## src/rtl/axi4_lite_pkg.sv

```systemverilog
// ============================================================================
// Module : axi4_lite_pkg
// Brief  : Shared AXI4-Lite types (response codes, master FSM states, widths)
// Rev    : 1.0 - initial release
// ============================================================================
`default_nettype none

package axi4_lite_pkg;

    localparam int AXI4_LITE_ADDR_W = 4;
    localparam int AXI4_LITE_DATA_W = 32;

    typedef enum logic [1:0] {
        RESP_OKAY   = 2'b00,
        RESP_EXOKAY = 2'b01,
        RESP_SLVERR = 2'b10,
        RESP_DECERR = 2'b11
    } axi_resp_e;

    typedef enum logic [2:0] {
        ST_IDLE         = 3'd0,
        ST_WR_ADDR_DATA = 3'd1,
        ST_WR_RESP      = 3'd2,
        ST_RD_ADDR      = 3'd3,
        ST_RD_DATA      = 3'd4
    } master_state_e;

endpackage

`default_nettype wire

```

## src/rtl/axi4_lite_master.sv

```systemverilog
// ============================================================================
// Module : axi4_lite_master
// Brief  : Single-outstanding AXI4-Lite initiator; optional abort timer
//          enabled by defining AXI4_LITE_MASTER_TIMEOUT_EN.
// Rev    : 1.0 - initial release
// ============================================================================
`default_nettype none

module axi4_lite_master
    import axi4_lite_pkg::*;
#(
    parameter int ADDR_W         = AXI4_LITE_ADDR_W,
    parameter int DATA_W         = AXI4_LITE_DATA_W,
    parameter int TIMEOUT_CYCLES = 256
) (
    input  logic              ACLK,
    input  logic              ARESET,
    // user command side
    input  logic              transfer,
    input  logic              write,
    input  logic [ADDR_W-1:0] addr,
    input  logic [DATA_W-1:0] wdata,
    output logic              ready,
    output logic              done,
    output logic [DATA_W-1:0] rdata,
    output logic [1:0]        resp,
    output logic              timeout,
    // AXI4-Lite
    output logic [ADDR_W-1:0] AWADDR,
    output logic              AWVALID,
    input  logic              AWREADY,
    output logic [DATA_W-1:0] WDATA,
    output logic              WVALID,
    input  logic              WREADY,
    input  logic [1:0]        BRESP,
    input  logic              BVALID,
    output logic              BREADY,
    output logic [ADDR_W-1:0] ARADDR,
    output logic              ARVALID,
    input  logic              ARREADY,
    input  logic [DATA_W-1:0] RDATA,
    input  logic              RVALID,
    input  logic [1:0]        RRESP,
    output logic              RREADY
);

    master_state_e     state_q, state_d;
    logic              awvalid_q, awvalid_d;
    logic              wvalid_q, wvalid_d;
    logic              bready_q, bready_d;
    logic              arvalid_q, arvalid_d;
    logic              rready_q, rready_d;
    logic [ADDR_W-1:0] awaddr_q, awaddr_d;
    logic [ADDR_W-1:0] araddr_q, araddr_d;
    logic [DATA_W-1:0] wdata_q, wdata_d;
    logic [DATA_W-1:0] rdata_q, rdata_d;
    logic [1:0]        resp_q, resp_d;
    logic              done_q, done_d;

    logic w_accept, w_aw_hs, w_w_hs, w_b_hs, w_ar_hs, w_r_hs;
    logic w_wr_addr_data_done, w_complete, w_expired, w_abort;

    assign w_accept = (state_q == ST_IDLE) && transfer;
    assign w_aw_hs  = awvalid_q && AWREADY;
    assign w_w_hs   = wvalid_q && WREADY;
    assign w_b_hs   = bready_q && BVALID;
    assign w_ar_hs  = arvalid_q && ARREADY;
    assign w_r_hs   = rready_q && RVALID;

    // Each channel is finished once its VALID is already low or handshakes now.
    assign w_wr_addr_data_done = (!awvalid_q || w_aw_hs) && (!wvalid_q || w_w_hs);

    assign w_complete = ((state_q == ST_WR_RESP) && w_b_hs) ||
                        ((state_q == ST_RD_DATA) && w_r_hs);
    assign w_abort    = w_expired && !w_complete;

`ifdef AXI4_LITE_MASTER_TIMEOUT_EN
    localparam int              CNT_W     = $clog2(TIMEOUT_CYCLES + 1);
    // Abort edge chosen so done lands TIMEOUT_CYCLES cycles after the command.
    localparam logic [CNT_W-1:0] EXPIRE_AT = CNT_W'(TIMEOUT_CYCLES - 2);

    logic [CNT_W-1:0] cnt_q, cnt_d;
    logic             timeout_q;

    always_comb begin
        cnt_d = cnt_q;
        if (w_accept) begin
            cnt_d = '0;
        end else if ((state_q != ST_IDLE) && (cnt_q < EXPIRE_AT)) begin
            cnt_d = cnt_q + 1'b1;
        end
    end

    always_ff @(posedge ACLK) begin
        if (ARESET) begin
            cnt_q     <= '0;
            timeout_q <= 1'b0;
        end else begin
            cnt_q     <= cnt_d;
            timeout_q <= w_abort;
        end
    end

    assign w_expired = (state_q != ST_IDLE) && (cnt_q >= EXPIRE_AT);
    assign timeout   = timeout_q;
`else
    assign w_expired = 1'b0;
    // Constant 0: the timer is compiled out in this build.
    assign timeout   = (TIMEOUT_CYCLES < 0);
`endif

    always_ff @(posedge ACLK) begin
        if (ARESET) begin
            state_q <= ST_IDLE;
        end else begin
            state_q <= state_d;
        end
    end

    always_comb begin
        state_d = state_q;
        unique case (state_q)
            ST_IDLE: begin
                if (transfer) state_d = write ? ST_WR_ADDR_DATA : ST_RD_ADDR;
            end
            ST_WR_ADDR_DATA: if (w_wr_addr_data_done) state_d = ST_WR_RESP;
            ST_WR_RESP:      if (w_b_hs)              state_d = ST_IDLE;
            ST_RD_ADDR:      if (w_ar_hs)             state_d = ST_RD_DATA;
            ST_RD_DATA:      if (w_r_hs)              state_d = ST_IDLE;
            default:                                  state_d = ST_IDLE;
        endcase
        if (w_abort) state_d = ST_IDLE;
    end

    always_comb begin
        awvalid_d = awvalid_q;
        wvalid_d  = wvalid_q;
        bready_d  = bready_q;
        arvalid_d = arvalid_q;
        rready_d  = rready_q;
        awaddr_d  = awaddr_q;
        araddr_d  = araddr_q;
        wdata_d   = wdata_q;
        rdata_d   = rdata_q;
        resp_d    = resp_q;
        done_d    = 1'b0;
        unique case (state_q)
            ST_IDLE: begin
                if (transfer && write) begin
                    awaddr_d  = addr;
                    wdata_d   = wdata;
                    awvalid_d = 1'b1;
                    wvalid_d  = 1'b1;
                end else if (transfer) begin
                    araddr_d  = addr;
                    arvalid_d = 1'b1;
                end
            end
            ST_WR_ADDR_DATA: begin
                if (w_aw_hs)             awvalid_d = 1'b0;
                if (w_w_hs)              wvalid_d  = 1'b0;
                if (w_wr_addr_data_done) bready_d  = 1'b1;
            end
            ST_WR_RESP: begin
                if (w_b_hs) begin
                    bready_d = 1'b0;
                    resp_d   = BRESP;
                    done_d   = 1'b1;
                end
            end
            ST_RD_ADDR: begin
                if (w_ar_hs) begin
                    arvalid_d = 1'b0;
                    rready_d  = 1'b1;
                end
            end
            ST_RD_DATA: begin
                if (w_r_hs) begin
                    rready_d = 1'b0;
                    rdata_d  = RDATA;
                    resp_d   = RRESP;
                    done_d   = 1'b1;
                end
            end
            default: ;
        endcase
        if (w_abort) begin
            awvalid_d = 1'b0;
            wvalid_d  = 1'b0;
            bready_d  = 1'b0;
            arvalid_d = 1'b0;
            rready_d  = 1'b0;
            resp_d    = RESP_SLVERR;
            done_d    = 1'b1;
        end
    end

    always_ff @(posedge ACLK) begin
        if (ARESET) begin
            awvalid_q <= 1'b0;
            wvalid_q  <= 1'b0;
            bready_q  <= 1'b0;
            arvalid_q <= 1'b0;
            rready_q  <= 1'b0;
            awaddr_q  <= '0;
            araddr_q  <= '0;
            wdata_q   <= '0;
            rdata_q   <= '0;
            resp_q    <= '0;
            done_q    <= 1'b0;
        end else begin
            awvalid_q <= awvalid_d;
            wvalid_q  <= wvalid_d;
            bready_q  <= bready_d;
            arvalid_q <= arvalid_d;
            rready_q  <= rready_d;
            awaddr_q  <= awaddr_d;
            araddr_q  <= araddr_d;
            wdata_q   <= wdata_d;
            rdata_q   <= rdata_d;
            resp_q    <= resp_d;
            done_q    <= done_d;
        end
    end

    assign ready   = (state_q == ST_IDLE);
    assign done    = done_q;
    assign rdata   = rdata_q;
    assign resp    = resp_q;
    assign AWADDR  = awaddr_q;
    assign AWVALID = awvalid_q;
    assign WDATA   = wdata_q;
    assign WVALID  = wvalid_q;
    assign BREADY  = bready_q;
    assign ARADDR  = araddr_q;
    assign ARVALID = arvalid_q;
    assign RREADY  = rready_q;

endmodule

`default_nettype wire

```

## config.mk

```make
export PLATFORM = sky130hd
export DESIGN_NAME = axi4_lite_master
export DESIGN_NICKNAME = d
export VERILOG_FILES = /design/src/rtl/axi4_lite_pkg.sv /design/src/rtl/axi4_lite_master.sv
export SDC_FILE = /design/constraint.sdc
export NUM_CORES = 1
export LEC_CHECK = 0
export BUFFER_PORTS_ARGS = -buffer_cell sky130_fd_sc_hd__buf_2
export CELL_PAD_IN_SITES_DETAIL_PLACEMENT = 0
export CELL_PAD_IN_SITES_GLOBAL_PLACEMENT = 1
export CORE_MARGIN = 8
export CORE_UTILIZATION = 33
export DETAILED_ROUTE_END_ITERATION = 6
export GPL_TIMING_DRIVEN = 0
export PLACE_DENSITY = 0.86
export SETUP_SLACK_MARGIN = 0.3
export SKIP_CTS_REPAIR_TIMING = 1
export SLEW_MARGIN = 20
export SYNTH_ARGS = -nofsm -noshare
export SYNTH_HDL_FRONTEND = slang
export SYNTH_SLANG_ARGS = --single-unit
```

## constraint.sdc

```tcl
create_clock -name ACLK -period 4.5 [get_ports ACLK]
set_input_delay 0.225 -clock ACLK [delete_from_list [all_inputs] [get_ports ACLK]]
set_output_delay 0.225 -clock ACLK [all_outputs]
set_load 0.02 [all_outputs]
```

Word-level counts from Yosys, hierarchy flattened:

Cells that the tools add are included.

* equality and inequality tests: 13
* mux-type cells: 28
* bitwise gates (word level): 1
* reductions and logical operators: 27

Operators by type and width (number)
* 3-bit AND reduction: 6
* 2-bit inequality test (second input constant): 8
* 3-bit two-way mux: 5
* 3-bit one-hot mux with 5 select lines: 1
* 1-bit two-way mux: 12
* 1-bit one-hot mux with 2 select lines: 6
* 2-bit nonzero test: 5
* 1-bit logical AND: 7
* 3-bit by 2-bit == test with 1-bit output (second input constant): 2
* 2-bit two-way mux: 3
* 5-bit AND reduction: 1
* 2-bit one-hot mux with 2 select lines: 1
* 2-bit AND reduction: 2
* 4-bit AND reduction: 1
* 3-bit by 1-bit == test with 1-bit output (second input constant): 1
* 3-bit == test (second input constant): 1
* 3-bit zero test: 1
* 1-bit zero test: 2
* 1-bit logical OR: 2
* 2-bit by 1-bit inequality test with 1-bit output (second input constant): 1
* 1-bit inverter: 1

* register bits after elaboration: 83
* input port bits: 81
* output and inout bits: 82
* word-level logic and storage cells: 81

Longest topological paths before layout:

Gate-level depths: netlist of run 1.

* word-level depth: 5
* gate-level depth with buffers: 6
* mapped depth without buffers: 4

Worst setup path before layout of run 1:

Ideal clock, no wire load.

* path kind: reg-to-reg
* start point: reg state_q[1]
* end point: reg wdata_q[10] (netlist: WDATA[10])
* setup time: 0.132 ns
* data arrival time: 1.544 ns
* required time: 4.368 ns
* slack: 2.824 ns
* stages on the path, launching flop included: 7
* cell sequence: dfxtp_1 > nor3_1 > nand3_1 > buf_2 > buf_2 > nand2_1 > a21oi_1

* cells in the longest elaborated chain, start to end: 2

Ends and longest elaborated chain
* start: declaration: RTL line axi4_lite_master.sv:47 `master_state_e state_q, state_d;`
* start signal: assignment: RTL line axi4_lite_master.sv:116 `state_q <= state_d;`
* 3-bit zero test
* via ready: RTL line axi4_lite_master.sv:23 `output logic ready,`
* 2-bit AND reduction (no source line)
* end signal: assignment: RTL line axi4_lite_master.sv:219 `wdata_q <= wdata_d;`
* end: declaration: RTL line axi4_lite_master.sv:55 `logic [DATA_W-1:0] wdata_q, wdata_d;`

The timed path passes the listed nets, and every way through them passes these cells.
A chain may end at the register's enable or synchronous reset.

Final worst setup path of run 1:

* start point: reg state_q[1]
* end point: reg rdata_q[23] (netlist: rdata[23])

* cells in the longest elaborated chain, start to end: 2

Ends and longest elaborated chain
* 3-bit == test: RTL line axi4_lite_master.sv:147 `unique case (state_q)`
* 2-bit AND reduction (no source line)
* end signal: assignment: RTL line axi4_lite_master.sv:220 `rdata_q <= rdata_d;`
* end: declaration: RTL line axi4_lite_master.sv:56 `logic [DATA_W-1:0] rdata_q, rdata_d;`

Every way passes these cells.

==> impl_metrics.env, run 1 <==
export IMPL_synth_seq_area_share_pct=52.9
export IMPL_htreeDepth=3
export IMPL_dieArea_um2=12900
export IMPL_clock_root_buffer="clkbuf_8"
export IMPL_yosysTopAreaCell="dfxtp_1"
export IMPL_clk_latency_ps=350
export IMPL_via_per_inst=4.55
export IMPL_synth_top_family_by_area="simple AND/OR/NAND/NOR gates"
export IMPL_hp_start="wdata[27]"
export IMPL_synthSimpleGateAreaFrac_pct=24.6
export IMPL_wire_per_inst_um=14.1
export IMPL_gr_total_overflow=0
export IMPL_tns_ps=0
export IMPL_syn_avg_cell_area_um2=8.16
export IMPL_cp_max_fo=10
export IMPL_finalCritPeriodShare_pct=35.8
export IMPL_p_leak_nw=1.94
export IMPL_grt_pass1_wl_mm=15.5
export IMPL_cpLargestDelayFamily="simple AND/OR/NAND/NOR gates"
export IMPL_drcViolationCount=0
export IMPL_port_buffers=161
export IMPL_cts_max_path_buffers=2
export IMPL_utilization_pct=46.7
export IMPL_internal_power_w=0.00117
export IMPL_drive_above_1_share_pct=35.8
export IMPL_synth_xor_area_share_pct=0
export IMPL_synthCells=385
export IMPL_start_kind="flop"
export IMPL_synth_seq_cells=83
export IMPL_switching_share_pct=29.4
export IMPL_ys_async_sr_fraction_pct=0
export IMPL_arrival_ps=1830
export IMPL_peakVddDrop_mv=0.156
export IMPL_cts_inserted_buffers=9
export IMPL_outcome="completed"
export IMPL_synth_edf_count=0
export IMPL_crit_start="state_q[1]$_SDFFE_PP0P_"
export IMPL_synth_compound_area_share_pct=15.0
export IMPL_crit_type="flop to flop"
export IMPL_grt_pass1_vias=3087
export IMPL_dr_pass1_iters=4
export IMPL_worstMarginPinSlew_ps=563
export IMPL_die_w_um=114
export IMPL_num_vias=3147
export IMPL_power_density_nw_per_um2=383
export IMPL_synth_nets=466
export IMPL_endpoint_kind="flop"
export IMPL_dp_hpwl_mm=7.77
export IMPL_rsz0062_at_grt="no"
export IMPL_maxSlewViolCount=0
export IMPL_syn_area_um2=3140
export IMPL_grt_max_degree=15
export IMPL_p_switching_w=0.000486
export IMPL_worstPathRequired_ps=4720
export IMPL_drt_iter0_markers=207
export IMPL_clk_pin_slew_worst_paths_ps=90
export IMPL_wl_mm=9.73
export IMPL_pwr_share_seq_pct=48.3
export IMPL_rows=35
export IMPL_synth_mux_area_share_pct=1.67
export IMPL_cp_slowest_cell="dfxtp_1"
export IMPL_max_stage_delay_ps=340
export IMPL_synth_area_top_cells="dfxtp_1 53%, nand2_1 18%, a21oi_1 12%"
export IMPL_min_period_ps=1610
export IMPL_gp_congestion=0.758
export IMPL_finalSetupViolCount=0
export IMPL_relSlewSlack_pct=62.5
export IMPL_timing_final_ws_setup_ps=2890
export IMPL_detail_route_antenna_nets=0
export IMPL_start_util_pct=34.0
export IMPL_synth_yosys_warnings=0
export IMPL_comb_power_share_pct=18.3
export IMPL_worst_path_buf_inv=2
export IMPL_clockPowerShare_pct=33.4
export IMPL_hold_violations=0
export IMPL_n_fill_cell=966
export IMPL_synth_adder_area_share_pct=0
export IMPL_synth_distinct_cells=35
export IMPL_antenna_found_initial=0
export IMPL_dp_slack_ps=2830
export IMPL_crit_chain="buf_4 > nor3b_2 > nand3_1 > buf_2 > nand2_1 > a21oi_1"
export IMPL_fp_coreArea_um2=9240
export IMPL_max_freq_mhz=620
export IMPL_io_pins=163
export IMPL_die_h_um=114
export IMPL_clock_sinks=83
export IMPL_tritoncts="done"
export IMPL_fin_skew_ps=6.72
export IMPL_grt_usage_pct=14.8
export IMPL_drv_cap=0
export IMPL_synth_top_area_share_pct=52.9
export IMPL_final_nets=638
export IMPL_area_growth_syn_to_layout_pct=37.3
export IMPL_reg2reg_from="state_q[1]$_SDFFE_PP0P_"
export IMPL_synth_ff_type="dfxtp_1"
export IMPL_min_path_type="primary input to flop"
routing by layer:
metal  wire length [um]  share of wire [%]  vias up  global-route usage [%]
met2               4170                 43      128                    22.8
met1               4230                 43     1406                    17.2
met5                  0                  0        -                       0
li1                   -                  -     1603                       -
met4                112                1.2        0                    4.80
met3               1210                 12       10                    7.87
path summary, 6_finish.rpt:
check	to	slack, ps	depth (start not counted)
setup reg to reg	rdata[23]$_SDFFE_PP0P_	2890	6
hold / removal	WDATA[27]$_SDFFE_PP0P_	100	3
hold reg to reg	WDATA[12]$_SDFFE_PP0P_	450	2
setup / recovery	rdata[23]$_SDFFE_PP0P_	2890	6
tightest hold or removal path: cells and delay by family:
| family | cells | cell delay (ps) |
|---|---|---|
| buf+inv | 1 | 90 |
| simple gates | 1 | 40 |
| compound gates | 1 | 50 |
logic make-up (layout without fill, tap and decap cells):
| logic type | Yosys count | after routing |
|---|---|---|
| other | 1 | 2 |
| buffers and inverters | 29 | 206 |
| AND/OR/NAND/NOR | 179 | 179 |
| flip-flops | 83 | 83 |
| multiplexers | 5 | 5 |
| AO/OA/AOI/OAI | 88 | 88 |
power by group through the flow:
stage	sequential [W]	combinational [W]	clock, W
4_1_cts	0.000798	0.000307	0.000569
3_3_place_gp	0.000814	0.000303	0
5_1_grt	0.000803	0.000334	0.000598
2_1_floorplan	0.000855	0.000149	0
3_5_place_dp	0.000816	0.000307	0
6_report	0.000798	0.000303	0.000552
state kept, by name (all words and copies together) (netlist names):
register,count
resp,2
rdata,32
done,1
WDATA,32
ARADDR,4
ARVALID,1
BREADY,1
AWADDR,4
state_q,3
RREADY,1
WVALID,1
AWVALID,1
area by class of cell:
type	count	area (um2)	share of cell area (%)
flip-flops and latches	83	1660	38.5
multi-input cells	273	1300	30.1
repair buffers	161	806	18.7
plain buffers	27	174	4.03
well taps	129	161	3.74
clock buffers	11	141	3.28
clock inverters	5	61.3	1.42
inverters	2	7.51	0.174
diodes	1	2.50	0.0580
stage by stage:
stage,instances,total power (W),hold WS (ps),cell area (um2)
floorplan,385,0.00100,361,3140
global placement,675,0.00112,439,4110
detailed placement,675,0.00112,445,4110
CTS,691,0.00168,81.6,4310
global route,691,0.00174,82.8,4310
finish,692,0.00165,102,4320
synthesized netlist by cell type, types with 3 or more instances:
cell      instances
nand3_1           3
buf_6             7
buf_4             3
a21oi_1          75
nor3_1            4
clkbuf_1         10
nor2_1            7
mux2i_1           3
dfxtp_1          83
nand2_1         147
buf_2             7
nor2b_1           5
o21ai_0           6
cell usage in the layout, fill, tap and decap left out, types with 2 or more instances in the layout:
cell and instances:
nand3_1 3, clkbuf_8 10, nand2_1 147, buf_6 7
nor2b_1 5, nand2b_1 2, buf_4 3, a21oi_1 75
mux2_2 2, clkinvlp_4 3, o21ai_0 6, inv_1 2
clkbuf_1 11, mux2i_1 3, nor2_1 7, dfxtp_1 83
buf_2 168, nor3_1 4
No activity file was read; power rests on OpenSTA's default activity.
==> run 2, diff against run 1 <==
- ABC_AREA: default -> 1
- CORE_UTILIZATION: 33 -> 31
- PLACE_DENSITY: 0.86 -> 0.81
- clock period: 4.5 -> 1.6 ns (I/O delays scaled with it)
==> impl_metrics.env, run 2 <==
export IMPL_peakVddDrop_mv=0.636
export IMPL_wire_per_inst_um=14.2
export IMPL_detail_route_antenna_nets=0
export IMPL_synth_area_top_cells="dfxtp_1 51%, nor2_1 9.8%, nand2_1 7.3%"
export IMPL_final_cell_mix="165 x buf_2, 80 x dfxtp_1, 79 x nor2_1"
export IMPL_rsz0062_at_grt="yes"
export IMPL_clockPowerShare_pct=24.3
export IMPL_synth_yosys_warnings=0
export IMPL_max_freq_mhz=662
export IMPL_regArea_um2=1670
export IMPL_n_fill_cell=979
export IMPL_area_growth_syn_to_layout_pct=68.4
export IMPL_antenna_cells=0
export IMPL_num_vias=3684
export IMPL_internal_power_w=0.00432
export IMPL_start_util_pct=31.7
export IMPL_finalSetupViolCount=0
export IMPL_power_density_nw_per_um2=1190
export IMPL_synth_ff_type="dfxtp_1"
export IMPL_p_leak_nw=2.64
export IMPL_drt_iter0_markers=216
export IMPL_dp_hpwl_mm=7.84
export IMPL_finalPower_w=0.00654
export IMPL_maxSlewViolCount=0
export IMPL_clock_sinks=83
export IMPL_drv_cap=0
export IMPL_die_h_um=119
export IMPL_fp_coreArea_um2=10300
export IMPL_arrival_ps=1430
export IMPL_synth_distinct_cells=22
export IMPL_start_kind="flop"
export IMPL_ys_async_sr_fraction_pct=0
export IMPL_drcViolationCount=0
export IMPL_dp_cells=710
export IMPL_finalCritPeriodShare_pct=94.5
export IMPL_hold_ws_ps=10.3
export IMPL_relSlewSlack_pct=54.8
export IMPL_synth_most_common_cell="nor2_1"
export IMPL_switching_share_pct=34.0
export IMPL_syn_area_um2=3260
export IMPL_cp_max_fo=8
export IMPL_outcome="completed"
export IMPL_endpoint_kind="primary output"
export IMPL_dieArea_um2=14100
export IMPL_grt_max_degree=15
export IMPL_grt_pass1_vias=3342
export IMPL_tritoncts="done"
export IMPL_synth_seq_area_share_pct=51.0
export IMPL_synth_seq_cells=83
export IMPL_clock_root_buffer="clkbuf_8"
export IMPL_worstMarginPinSlew_ps=678
export IMPL_cts_inserted_buffers=9
export IMPL_min_period_ps=1510
export IMPL_dr_pass1_iters=4
export IMPL_clk_latency_ps=360
export IMPL_synth_top_area_share_pct=51.0
export IMPL_wl_mm=11.6
export IMPL_synthCells=414
export IMPL_final_nets=754
export IMPL_gp_congestion=0.774
export IMPL_via_per_inst=4.53
export IMPL_pwr_share_seq_pct=36.5
export IMPL_io_pins=163
export IMPL_grt_pass1_wl_mm=16.6
export IMPL_drive_above_1_share_pct=40.9
export IMPL_gr_total_overflow=0
export IMPL_comb_power_share_pct=39.2
export IMPL_worstPathRequired_ps=1520
export IMPL_multi_input_area_um2=1470
export IMPL_hold_violations=0
export IMPL_clk_pin_slew_worst_paths_ps=80
export IMPL_timing_final_ws_setup_ps=88.6
export IMPL_crit_type="flop to primary output"
export IMPL_port_buffers=160
export IMPL_cts_max_path_buffers=2
export IMPL_dp_slack_ps=102
export IMPL_rows=37
export IMPL_fin_cells=814
export IMPL_final_common_cell="buf_2"
export IMPL_grt_usage_pct=14.2
export IMPL_htreeDepth=3
export IMPL_die_w_um=119
export IMPL_antenna_found_initial=0
export IMPL_synthTopCellsByCount="85 x nor2_1, 83 x dfxtp_1, 63 x nand2_1"
export IMPL_synth_edf_count=0
export IMPL_min_path_type="primary input to flop"
export IMPL_fin_skew_ps=6.22
export IMPL_synth_nets=495
export IMPL_p_switching_w=0.00222
export IMPL_syn_avg_cell_area_um2=7.87
export IMPL_utilization_pct=53.4
export IMPL_yosysTopAreaCell="dfxtp_1"
## run 2: cell types whose count changed after synthesis, sizes merged, moves of 3 or more
| cell | delta |
|---|---|
| inv | +13 |
| a21oi | -33 |
| nor2b | -5 |
| nand3 | +40 |
| nor2 | +79 |
| mux2i | -3 |
| nand2 | -81 |
| o21ai | +37 |
## run 2: metrics by stage
step | cell area [um2] | TNS (ps)
after global placement | 4230 | 0
final | 5490 | 0
after CTS | 4440 | -133
after global routing | 5490 | 0
after floorplan | 3260 | 0
after detailed placement | 4230 | 0
## run 2: cell families (layout without fill, tap and decap cells)
kind of cell           Yosys count  in the layout  synth area share (%)
AO/OA/AOI/OAI                   85             85                  14.2
buffers and inverters           44            308                  7.41
AND/OR/NAND/NOR                201            201                  27.3
flip-flops                      83             83                  51.0
other                            1              1                 0.115
## run 2: worst max-delay path: stages, from the launching register on
cell and delay [ps]:
dfxtp_2 330, buf_6 120, nor2_4 150, nand2_4 80, inv_4 60, buf_8 110, buf_8 110, buf_6 110
## run 2: power groups by stage
stage	registers [W]	logic [W]	clock network [W]
5_1_grt	0.00241	0.00275	0.00173
3_3_place_gp	0.00240	0.00169	0
6_report	0.00238	0.00256	0.00159
4_1_cts	0.00236	0.00171	0.00164
2_1_floorplan	0.00258	0.00101	0
3_5_place_dp	0.00241	0.00170	0
## run 2: path summary, 6_finish.rpt
| check | start | end | slack (ps) | cells past startpoint |
|---|---|---|---|---|
| hold reg to reg | WDATA[31]$_SDFFE_PP0P_ | WDATA[31]$_SDFFE_PP0P_ | 460 | 2 |
| hold / removal | wdata[5] | WDATA[5]$_SDFFE_PP0P_ | 10 | 3 |
| setup / recovery | state_q[2]$_SDFFE_PP0P_ | ready | 90 | 7 |
| setup reg to reg | state_q[2]$_SDFFE_PP0P_ | rdata[2]$_SDFFE_PP0P_ | 140 | 8 |
## run 2: final cells by class
cell class	instances	share of cell area [%]
inverter	15	1.07
clock buffer	11	2.76
multi-input combinational	287	26.8
clock inverter	5	1.12
tap	136	3.10
timing repair buffer	248	30.7
sequential	83	30.3
buffer	29	4.13
## run 2: per-layer routing
metal / global-route usage, % / share of wire [%] / vias up
met3: 8.52 / 9.8 / 8
met2: 21.3 / 46 / 155
li1: - / - / 1867
met1: 16.9 / 44 / 1654
met4: 3.32 / 0.82 / 0
met5: 0 / 0 / -
==> run 3, diff against run 2 <==
- CELL_PAD_IN_SITES_DETAIL_PLACEMENT: 0 -> default
- CELL_PAD_IN_SITES_GLOBAL_PLACEMENT: 1 -> default
- CORE_UTILIZATION: 31 -> 45
- PLACE_DENSITY: 0.81 -> 0.82
==> impl_metrics.env, run 3 (synthesized netlist as in run 2, its figures left out) <==
export IMPL_relSlewSlack_pct=54.7
export IMPL_drcViolationCount=0
export IMPL_dr_pass1_iters=4
export IMPL_dieArea_um2=10200
export IMPL_final_common_cell="buf_2"
export IMPL_cts_max_path_buffers=2
export IMPL_finalCritPeriodShare_pct=92.8
export IMPL_p_switching_w=0.00220
export IMPL_arrival_ps=1410
export IMPL_cp_slowest_cell="dfxtp_2"
export IMPL_num_vias=3693
export IMPL_switching_share_pct=33.6
export IMPL_violations="hold timing"
export IMPL_finalSetupViolCount=0
export IMPL_dp_hpwl_mm=7.74
export IMPL_drv_cap=0
export IMPL_grt_pass1_vias=3378
export IMPL_gp_congestion=0.899
export IMPL_crit_start="state_q[2]$_SDFFE_PP0P_"
export IMPL_worstMarginPinSlew_ps=680
export IMPL_crit_chain="buf_6 > nor2_4 > nand2_4 > inv_4 > buf_6 > buf_8 > buf_6"
export IMPL_power_density_nw_per_um2=1250
export IMPL_start_kind="flop"
export IMPL_multi_input_area_um2=1500
export IMPL_endpoint_kind="primary output"
export IMPL_final_cell_area_um2=5250
export IMPL_holdPathStages=3
export IMPL_htreeDepth=3
export IMPL_maxSlewViolCount=0
export IMPL_io_pins=163
export IMPL_antenna_cells=0
export IMPL_die_h_um=101
export IMPL_grt_usage_pct=19.0
export IMPL_max_freq_mhz=673
export IMPL_clk_latency_ps=350
export IMPL_n_fill_cell=525
export IMPL_comb_power_share_pct=39.0
export IMPL_worstPathRequired_ps=1520
export IMPL_drive_above_1_share_pct=42.2
export IMPL_clk_pin_slew_worst_paths_ps=80
export IMPL_reg2reg_from="state_q[2]$_SDFFE_PP0P_"
export IMPL_tritoncts="done"
export IMPL_detail_route_antenna_nets=0
export IMPL_hp_start="RDATA[9]"
export IMPL_wl_mm=11.5
export IMPL_pwr_share_seq_pct=36.5
export IMPL_finalPower_w=0.00656
export IMPL_cts_inserted_buffers=9
export IMPL_internal_power_w=0.00436
export IMPL_clockPowerShare_pct=24.5
export IMPL_hold_ws_ps=-43.9
export IMPL_crit_type="flop to primary output"
export IMPL_peakVddDrop_mv=0.490
export IMPL_fin_skew_ps=6.88
export IMPL_cp_max_fo=6
export IMPL_min_path_type="primary input to flop"
export IMPL_drt_iter0_markers=89
export IMPL_final_nets=733
export IMPL_max_stage_delay_ps=320
export IMPL_gr_total_overflow=0
export IMPL_antenna_found_initial=0
export IMPL_clock_sinks=83
export IMPL_grt_max_degree=14
export IMPL_start_util_pct=45.7
export IMPL_wire_per_inst_um=15.2
export IMPL_via_per_inst=4.88
export IMPL_area_growth_syn_to_layout_pct=61.1
export IMPL_worst_r2r_path_depth=10
export IMPL_grt_pass1_wl_mm=15.7
export IMPL_regArea_um2=1670
export IMPL_place_area_um2=4180
export IMPL_fp_coreArea_um2=7140
export IMPL_rows=31
export IMPL_min_period_ps=1490
export IMPL_outcome="finished, violations left"
export IMPL_rsz0062_at_grt="yes"
export IMPL_hold_violations=6
export IMPL_port_buffers=160
export IMPL_die_w_um=101
export IMPL_final_cell_mix="166 x buf_2, 81 x nor2_1, 80 x dfxtp_1"
export IMPL_path_common_cell="buf_6"
export IMPL_clock_root_buffer="clkbuf_8"
export IMPL_p_leak_nw=2.53
==> run 3: layout make-up <==
type                       count  area share [%]
inverter                      15            1.12
sequential                    83            31.8
timing repair buffer         227            28.1
multi-input combinational    287            28.6
tap                           99            2.36
buffer                        29            4.05
clock inverter                 5            1.48
clock buffer                  11            2.50
==> run 3: path summary, 6_finish.rpt <==
kind	to	slack (ps)
worst max-delay path	ready	110
worst max register to register	WDATA[26]$_SDFFE_PP0P_	170
worst min-delay path	rdata[9]$_SDFFE_PP0P_	-40
worst min register to register	AWADDR[3]$_SDFFE_PP0P_	460
==> run 3: critical path: cells and delay by family, from the launching register on <==
| kind | cells | cell delay [ps] |
|---|---|---|
| simple gates | 2 | 220 |
| buf+inv | 5 | 510 |
| flops | 1 | 320 |
==> run 3: per-layer routing <==
| metal | part of all wire (%) | vias up | wire length, um | GRT usage (%) |
|---|---|---|---|---|
| li1 | - | 1825 | - | - |
| met1 | 41 | 1708 | 4680 | 20.9 |
| met2 | 48 | 147 | 5560 | 31.2 |
| met3 | 10 | 13 | 1150 | 8.22 |
| met4 | 1.2 | 0 | 134 | 8.59 |
| met5 | 0 | - | 0 | 0 |
==> run 3: stage by stage <==
step	setup slack, ps	TNS, ps	cells	util [%]
floorplan	309	0	414	-
global placement	161	0	673	58.6
detailed placement	134	0	673	58.6
CTS	-97.1	-97.1	689	61.6
global route	55.2	0	756	73.6
finish	115	0	756	73.6
==> run 3: power groups by stage <==
stage / sequential, W / combinational, W / clock, W
3_5_place_dp: 0.00241 / 0.00168 / 0
2_1_floorplan: 0.00258 / 0.00101 / 0
5_1_grt: 0.00242 / 0.00274 / 0.00171
4_1_cts: 0.00236 / 0.00168 / 0.00163
6_report: 0.00240 / 0.00256 / 0.00161
3_3_place_gp: 0.00240 / 0.00165 / 0
